### src/rtl/arb_pkg.sv
// Shared constants and helpers for the arb_v1 request arbiter.
// Latency: n/a (compile-time constants and pure functions only).
// Backpressure: n/a.
package arb_pkg;

  localparam int ARB_MAX_PORTS = 32;

  // Ceiling log2, usable in localparam expressions; never returns less than 1.
  function automatic int clog2(input int value);
    int result;
    result = 1;
    while ((1 << result) < value) begin
      result = result + 1;
    end
    return result;
  endfunction

  localparam int ARB_IDX_W = clog2(ARB_MAX_PORTS);

  // Index of the set bit in a one-hot vector; an all-zero vector yields 0.
  function automatic logic [ARB_IDX_W-1:0] onehot_to_idx(input logic [ARB_MAX_PORTS-1:0] oh);
    logic [ARB_IDX_W-1:0] idx;
    idx = '0;
    for (int i = 0; i < ARB_MAX_PORTS; i++) begin
      if (oh[i]) begin
        idx = idx | ARB_IDX_W'(i);
      end
    end
    return idx;
  endfunction

endpackage

### src/rtl/arb_v1_if.sv
// Request/grant bundle between the requesting agents and the arbiter.
// Latency: n/a (wires only); grant is combinational from request.
// Backpressure: none; a grant is valid only in the cycle it is asserted.
interface arb_v1_if #(
  parameter int NUM_PORTS = 8
);

  logic [NUM_PORTS-1:0] req_i;
  logic [NUM_PORTS-1:0] gnt_o;

  modport master (output req_i, input gnt_o);
  modport slave  (input req_i, output gnt_o);

endinterface

### src/rtl/arb_fp_enc.sv
// Fixed-priority encoder: keeps only the lowest-index set bit of the input.
// Latency: 0 cycles, purely combinational.
// Backpressure: none.
module arb_fp_enc #(
  parameter int WIDTH = 8
) (
  input  logic [WIDTH-1:0] req,
  output logic [WIDTH-1:0] gnt
);

  // Two's-complement trick: x & -x isolates the lowest set bit (zero stays zero).
  always_comb begin
    gnt = req & (~req + WIDTH'(1));
  end

endmodule

### src/rtl/arb_v1.sv
// N-way request arbiter, one-hot grant; round-robin when ARB_V1_ROUND_ROBIN_EN
// is defined, lowest-index fixed priority otherwise.
// Latency: grant is combinational from req_i/ptr/rst; ptr updates on the next edge. No backpressure.
module arb_v1
  import arb_pkg::*;
#(
  parameter int NUM_PORTS = 8
) (
  input logic     clk,
  input logic     rst,
  arb_v1_if.slave bus
);

  logic [NUM_PORTS-1:0] gnt_u;
  logic [NUM_PORTS-1:0] gnt;

  // Unmasked encoder: lowest requesting index overall.
  arb_fp_enc #(.WIDTH(NUM_PORTS)) u_enc_unmasked (
    .req (bus.req_i),
    .gnt (gnt_u)
  );

`ifdef ARB_V1_ROUND_ROBIN_EN

  localparam int PTR_W = clog2(NUM_PORTS);

  logic [PTR_W-1:0]     ptr;
  logic [PTR_W-1:0]     ptr_next;
  logic [NUM_PORTS-1:0] mask;
  logic [NUM_PORTS-1:0] req_m;
  logic [NUM_PORTS-1:0] gnt_m;

  // Keep only requesters at or above the pointer; those win over wrapped-around ones.
  always_comb begin
    mask = '0;
    for (int i = 0; i < NUM_PORTS; i++) begin
      mask[i] = (i >= int'(ptr));
    end
    req_m = bus.req_i & mask;
  end

  arb_fp_enc #(.WIDTH(NUM_PORTS)) u_enc_masked (
    .req (req_m),
    .gnt (gnt_m)
  );

  // Masked result if any requester sits at/after ptr, otherwise wrap to the unmasked one.
  always_comb begin
    gnt = '0;
    if (!rst) begin
      gnt = (|gnt_m) ? gnt_m : gnt_u;
    end
  end

  // Next pointer is one past the granted port, wrapping at NUM_PORTS-1.
  always_comb begin
    int g;
    g = int'(onehot_to_idx(ARB_MAX_PORTS'(gnt)));
    ptr_next = (g == NUM_PORTS - 1) ? '0 : PTR_W'(g + 1);
  end

  // Pointer register: cleared by reset, advanced only when a grant is issued.
  always_ff @(posedge clk) begin
    if (rst) begin
      ptr <= '0;
    end else if (|gnt) begin
      ptr <= ptr_next;
    end
  end

`else

  // Fixed priority needs no state; clk is kept only for a uniform port list.
  wire unused_clk = clk;

  // Lowest index wins; reset still blanks the grant.
  always_comb begin
    gnt = '0;
    if (!rst) begin
      gnt = gnt_u;
    end
  end

`endif

  assign bus.gnt_o = gnt;

endmodule

### src/flat_wrapper.sv
// flat-port wrapper written by rule: the top's interface ports become plain ports
module arb_v1_flat import arb_pkg::*;
#(
  parameter int NUM_PORTS = 8
)
  (clk, rst, bus_req_i, bus_gnt_o);
  arb_v1_if #(.NUM_PORTS(NUM_PORTS)) bus_i ();
  input logic clk;
  input logic rst;
  input wire logic [$bits(bus_i.req_i)-1:0] bus_req_i;
  output wire logic [$bits(bus_i.gnt_o)-1:0] bus_gnt_o;
  assign bus_i.req_i = bus_req_i;
  assign bus_gnt_o = bus_i.gnt_o;
  arb_v1 #(.NUM_PORTS(NUM_PORTS)) u_core (.clk(clk), .rst(rst), .bus(bus_i));
endmodule
### config.mk
export PLATFORM = sky130hd
export DESIGN_NAME = arb_v1_flat
export DESIGN_NICKNAME = d
export VERILOG_FILES = /design/src/rtl/arb_pkg.sv /design/src/rtl/arb_v1_if.sv /design/src/rtl/arb_fp_enc.sv /design/src/rtl/arb_v1.sv /design/src/flat_wrapper.sv
export SDC_FILE = /design/constraint.sdc
export NUM_CORES = 1
export LEC_CHECK = 0
export ABC_AREA = 1
export BUFFER_PORTS_ARGS = -buffer_cell sky130_fd_sc_hd__buf_2
export CORE_AREA = 5 5 42 44
export DETAILED_ROUTE_END_ITERATION = 10
export DIE_AREA = 0 0 47 49
export GPL_ROUTABILITY_DRIVEN = 0
export PLACE_DENSITY = 0.41
export RECOVER_POWER = 100
export SLEW_MARGIN = 20
export SYNTH_ARGS = -nofsm -noshare
export SYNTH_HDL_FRONTEND = slang
export SYNTH_SLANG_ARGS = --single-unit
### constraint.sdc
create_clock -name vclk -period 0.8
set_clock_uncertainty 0.05 [all_clocks]
set_input_delay 0.08 -clock vclk [all_inputs]
set_output_delay 0.08 -clock vclk [all_outputs]
set_load 0.1 [all_outputs]
# == Word level (Yosys, flattened, before mapping) ==
# Cells that the tools add are included.
# op_classes
addsub,1
n_mux,1
n_bitwise,2
# ops
operator,n
$add 8x1->8 const B,1
$and 8x8->8,1
$mux 8,1
$not 8->8,1
# totals
ff_bits,0
out_inout_bits,8
word_cells,4

# == Depth between registers and ports, before layout ==
# Gate-level depths: netlist (run 1).
# depth
depth_word,4
depth_mapped,4
mapped_depth_nobuf,4

# == Modules after synthesis ==
# Synthesis (run 1) repeated with hierarchy kept, for this count alone.
# hier_totals
cells_unflattened,37
area_unflattened_um2,162.7
# by_module_without_submodules
mod,instances,cells_each,area_each_um2
arb_fp_enc,1,20,91.3
arb_v1,1,17,71.3

# == Worst setup path before layout (run 1) ==
# No wires, ideal clock.
# synth_timing
kind,input port to output port
startpoint,input port bus_req_i[3]
endpoint,output port bus_gnt_o[7]
arrival_time_ps,1532
required_ps,670
setup_slack_ps,-862
cell_stages,3
n_path_buf,0
path_cell_list,nor2_1 > nand3_1 > nor2_1
# synth_via
elab_chain_cells,4
# synth_lines
item,line_no,text
start: declaration,flat_wrapper.sv:10,input wire logic [$bits(bus_i.req_i)-1:0] bus_req_i;
$not 8->8,arb_fp_enc.sv:13,gnt = req & (~req + WIDTH'(1));
$add 8x1->8,arb_fp_enc.sv:13,
$and 8x8->8,arb_fp_enc.sv:13,
$mux 8,arb_v1.sv:79,if (!rst) begin
end: declaration,flat_wrapper.sv:11,output wire logic [$bits(bus_i.gnt_o)-1:0] bus_gnt_o;
# Every way passes these cells.

# == Worst setup path after layout (run 1) ==
# layout_timing
startpoint,input port bus_req_i[0]
endpoint,output port bus_gnt_o[3]
# Same word-level chain as after synthesis.

==> results of run 1 <==
-- stage by stage --
step / hold slack (ps) / std cells / area (sq um) / total power [mW] / setup WS, ps
2_1_floorplan: 206.0 / 26 / 198.9 / 0.1115 / -140.0
3_3_place_gp: 509.1 / 62 / 446.7 / 0.2058 / -130.6
3_5_place_dp: 514.8 / 62 / 446.7 / 0.2065 / -130.0
4_1_cts: 476.7 / 62 / 479.2 / 0.2239 / -91.06
5_1_grt: 524.6 / 63 / 520.5 / 0.2576 / -122.1
6_report: 507.9 / 63 / 520.5 / 0.2454 / -87.71
-- cell families (layout without fill, tap and decap cells) --
group                  count (synthesis)  in the layout  share of synthesized area [%]
buffers and inverters                  4             25                          12.90
AND/OR/NAND/NOR                       22             22                          87.11
-- power groups by stage --
stage / clock [mW] / combinational, mW / sequential [mW]
6_report: 0 / 0.245 / 0
4_1_cts: 0 / 0.224 / 0
3_3_place_gp: 0 / 0.206 / 0
2_1_floorplan: 0 / 0.112 / 0
3_5_place_dp: 0 / 0.207 / 0
5_1_grt: 0 / 0.258 / 0
-- worst paths after layout --
path | from | end | slack [ps] | cells past startpoint
worst min-delay path | bus_req_i[6] | bus_gnt_o[7] | 510 | 5
worst max-delay path | bus_req_i[0] | bus_gnt_o[3] | -90 | 5
-- area by class of cell --
type	instances	area, sq um	area share, %
tap	16	20.02	3.846
timing repair buffer	21	266.5	51.20
inverter	4	17.52	3.365
multi-input combinational	22	216.5	41.59
-- synthesized netlist by cell type (all sizes together) --
cell | count | area, sq um
nor2 | 13 | 58.81
nand2 | 6 | 25.03
inv | 4 | 15.01
nand3 | 2 | 10.01
nand3b | 1 | 7.510
-- repair_timing --
| item | 4_1_cts | 5_1_grt |
|---|---|---|
| pin swaps | 5 | 10 |
| gates cloned | 0 | 0 |
| setup endpoints to repair | 6 | 7 |
| gates resized for setup | 9 | 11 |
| buffers inserted | 0 | 1 |
-- routing by layer --
metal / vias to the layer above / wire (um) / GRT usage (%)
met5: - / 0 / 0
li1: 120 / - / -
met1: 102 / 232 / 6.304
met3: 0 / 31 / 0.3690
met4: 0 / 0 / 0
met2: 6 / 358 / 9.050
==> impl_metrics.env, run 1 <==
export IMPL_status="finished with violations"
export IMPL_violations="negative setup slack"
export IMPL_path_cells="buf_8 > nor2_4 > nand2_4 > nor2_4 > buf_12"
export IMPL_power_frac_comb_pct=100.0
export IMPL_netSwitchingFraction_pct=58.79
export IMPL_route_detailed_drc=0
export IMPL_critPathMostFrequentCell="nor2_4"
export IMPL_worst_slack_ps=-87.71
export IMPL_max_stage_delay_ps=180
export IMPL_fin_nets=59
export IMPL_cpLargestDelayFamily="simple AND/OR/NAND/NOR gates"
export IMPL_seq_area_sq_um=0
export IMPL_p_switching_uw=144.3
export IMPL_post_route_min_period_ps=887.7
export IMPL_diodes=0
export IMPL_p_seq_share_pct=0
export IMPL_synth_seq_area_share_pct=0
export IMPL_hold_viol=0
export IMPL_syn_cell_area_sq_um=116.4
export IMPL_dieArea_sq_um=2303
export IMPL_p_clk_share_pct=0
export IMPL_hold_path_class="input pin to output pin"
export IMPL_critPathKind="input pin to output pin"
export IMPL_grt_usage_pct=4.912
export IMPL_power_density_nw_per_um2=471.5
export IMPL_drtPass1Iterations=4
export IMPL_wl_um=623
export IMPL_slew_limit_headroom_pct=87.95
export IMPL_power_internal_uw=101.1
export IMPL_crit_path_max_fanout=3
export IMPL_synth_cell_types=8
export IMPL_rsz0062_at_grt="true"
export IMPL_core_area_sq_um=1401
export IMPL_port_buffers=17
export IMPL_die_w_um=47
export IMPL_cp_slowest_cell="nor2_4"
export IMPL_drtAntennaViolNets=0
export IMPL_ir_worst_vdd_uv=247.2
export IMPL_dp_hpwl_um=475
export IMPL_synth_nets=36
export IMPL_vias=228
export IMPL_vias_per_cell=3.619
export IMPL_layout_drive_gt1_share_pct=87.23
export IMPL_cp_required_ps=670
export IMPL_drtIter0Drc=3
export IMPL_io_pins=18
export IMPL_setup_viol=7
export IMPL_p_leak_nw=0.2117
export IMPL_setup_tns_ps=-519.5
export IMPL_rows=14
export IMPL_grt_max_degree=4
export IMPL_layout_common_cells="12 x nor2_4, 8 x buf_12, 5 x buf_4"
export IMPL_die_h_um=49
export IMPL_syn_inst=26
export IMPL_critical_path_buf_inv_count=2
export IMPL_grt_pass1_vias=225
export IMPL_grt_first_pass_wirelength_um=903
export IMPL_fmaxAchievable_mhz=1126
export IMPL_fillers=153
export IMPL_drv_cap=0
export IMPL_endpoint_kind="output pin"
export IMPL_antenna_found_initial=0
export IMPL_seq_cell_count=0
export IMPL_fin_util_pct=37.14
export IMPL_worstMarginPinSlew_ps=180.4
export IMPL_fin_crit_sh_pct=111.0
export IMPL_avgSynthCellArea_sq_um=4.475
export IMPL_cts_hold_buf=0
export IMPL_start_kind="input pin"
export IMPL_initial_core_util_pct=8.304
export IMPL_slew_viol_final=0
export IMPL_yosys_warnings=0
export IMPL_clkbuf_count=0
export IMPL_grt_ovfl_total=0
export IMPL_syn2layout_area_growth_pct=347.3
export IMPL_layout_commonest_cell="nor2_4"
export IMPL_wire_per_inst_um=9.889
export IMPL_worst_ep_arrival_time_ps=760
Power figures use the tool's default switching activity.
==> run 2: changes to the inputs <==
PLACE_DENSITY = 0.45   (was 0.41)
SETUP_SLACK_MARGIN = 0.5   (was unset)
SYNTH_HIERARCHICAL = 1   (was unset)
==> run 2 against run 1 <==
  * The run still ends with negative setup slack left
  * Critical path depth increased by 2
  * Wire length decreased by 15%
  * Design area decreased by 1.2%
  * Synthesized cell count increased by 42%
  * Utilization decreased by 0.45 points
  * Combinational power decreased by 9.0%
  * Non-clock buffer count decreased by 1
  * Critical path type unchanged
  * Sequential cell count unchanged
  * Via count increased by 6.1%
==> impl_metrics.env, run 2 <==
export IMPL_avgSynthCellArea_sq_um=4.396
export IMPL_post_route_min_period_ps=941.4
export IMPL_rows=14
export IMPL_fin_crit_sh_pct=117.7
export IMPL_fmaxAchievable_mhz=1062
export IMPL_endpoint_kind="output pin"
export IMPL_synth_top_area_share_pct=34.62
export IMPL_syn_cell_area_sq_um=162.7
export IMPL_start_kind="input pin"
export IMPL_core_area_sq_um=1401
export IMPL_max_stage_delay_ps=180
export IMPL_dp_hpwl_um=494
export IMPL_syn_inst=37
export IMPL_power_uw=223.5
export IMPL_vias=242
export IMPL_yosys_warnings=6
export IMPL_die_h_um=49
export IMPL_worst_ep_arrival_time_ps=810
export IMPL_antenna_found_initial=0
export IMPL_dp_slack_ps=-221.7
export IMPL_p_leak_nw=0.2033
export IMPL_status="finished with violations"
export IMPL_synth_seq_area_share_pct=0
export IMPL_ir_worst_vdd_uv=304.2
export IMPL_wl_um=528
export IMPL_io_pins=18
export IMPL_syn2layout_area_growth_pct=216.2
export IMPL_cp_num_cells=7
export IMPL_synth_cell_types=8
export IMPL_drtIter0Drc=2
export IMPL_path_cells="buf_6 > nor2_4 > nand3_2 > nor2_1 > inv_1 > nor2_4 > buf_12"
export IMPL_whs_ps=497.1
export IMPL_worstMarginPinSlew_ps=201.6
export IMPL_grt_usage_pct=4.281
export IMPL_power_density_nw_per_um2=434.6
export IMPL_critPathKind="input pin to output pin"
export IMPL_wire_per_inst_um=7.437
export IMPL_slew_viol_final=0
export IMPL_layout_drive_gt1_share_pct=70.91
export IMPL_drtPass1Iterations=2
export IMPL_seq_cell_count=0
export IMPL_fin_cells=71
export IMPL_crit_path_max_fanout=3
export IMPL_grt_max_degree=9
export IMPL_drv_cap=0
export IMPL_die_w_um=47
export IMPL_cts_hold_buf=0
export IMPL_initial_core_util_pct=11.61
export IMPL_dieArea_sq_um=2303
export IMPL_layout_common_cells="11 x nor2_4, 7 x buf_12, 7 x inv_1"
export IMPL_grt_first_pass_wirelength_um=786
export IMPL_setup_viol=7
export IMPL_grt_ovfl_total=0
export IMPL_clkbuf_count=0
export IMPL_critical_path_buf_inv_count=3
export IMPL_port_buffers=17
export IMPL_synth_most_common_cell="nor2_1"
export IMPL_grt_pass1_vias=199
export IMPL_holdPathStages=3
export IMPL_rsz0062_at_grt="true"
export IMPL_cp_required_ps=670
export IMPL_fin_nets=67
export IMPL_place_inst=70
export IMPL_worst_slack_ps=-141.4
export IMPL_vias_per_cell=3.408
export IMPL_drtAntennaViolNets=0
export IMPL_critPathMostFrequentCell="nor2_4"
export IMPL_cpLargestDelayFamily="simple AND/OR/NAND/NOR gates"
export IMPL_synth_nets=47
export IMPL_slew_limit_headroom_pct=86.59
export IMPL_ys_top_cells_by_area="nor2_1 35%, inv_1 28%, nand2_1 9.2%, nor2_2 7.7%, buf_6 6.9%"
export IMPL_violations="negative setup slack"
export IMPL_synthTopCellsByCount="15 x nor2_1, 12 x inv_1, 4 x nand2_1"
export IMPL_cp_slowest_cell="buf_12"
export IMPL_diodes=0
export IMPL_seq_area_sq_um=0
export IMPL_hold_path_class="input pin to output pin"
export IMPL_hold_viol=0
export IMPL_layout_commonest_cell="nor2_4"
export IMPL_synth_largest_area_cell="nor2_1"
export IMPL_route_detailed_drc=0
## run 2: per-layer routing
metal  vias up  global-route usage, %  share of wire [%]
met5         -                      0                  0
met4         0                      0                  0
met3         0                 0.7380                8.7
met2         8                  7.919                 58
met1        99                  5.217                 33
li1        135                      -                  -
## run 2: kinds of logic after synthesis
logic type,share of synthesized area [%]
and+or+nand+nor,60.76
buffers and inverters,39.23
## run 2: final cells by class
class	instances	area, sq um
tap	16	20.02
timing repair buffer	20	255.2
fill	159	887.1
inverter	12	55.05
multi-input combinational	23	183.9
## run 2: where the power goes
group          switching (mW)  internal (mW)
registers                   0              0
clock network               0              0
logic                   0.133         0.0904
## run 2: repair_timing
item,in CTS,in global routing
resized for setup,11,5
buffers inserted,0,1
pin swaps,6,3
setup endpoints to repair,8,8
gates cloned,0,0
## run 2: final timing paths
check / startpoint / slack [ps] / end
setup / recovery: bus_req_i[1] / -140 / bus_gnt_o[7]
hold / removal: rst / 500 / bus_gnt_o[0]
## run 2: per-stage QoR
step           setup TNS, ps  instance area (sq um)  utilization (%)
2_1_floorplan          -1154                  254.0                -
3_3_place_gp           -1150                  466.7            33.30
3_5_place_dp           -1244                  466.7            33.30
4_1_cts               -890.2                  506.7            36.16
5_1_grt                -1264                  514.2            36.70
6_report              -804.7                  514.2            36.70
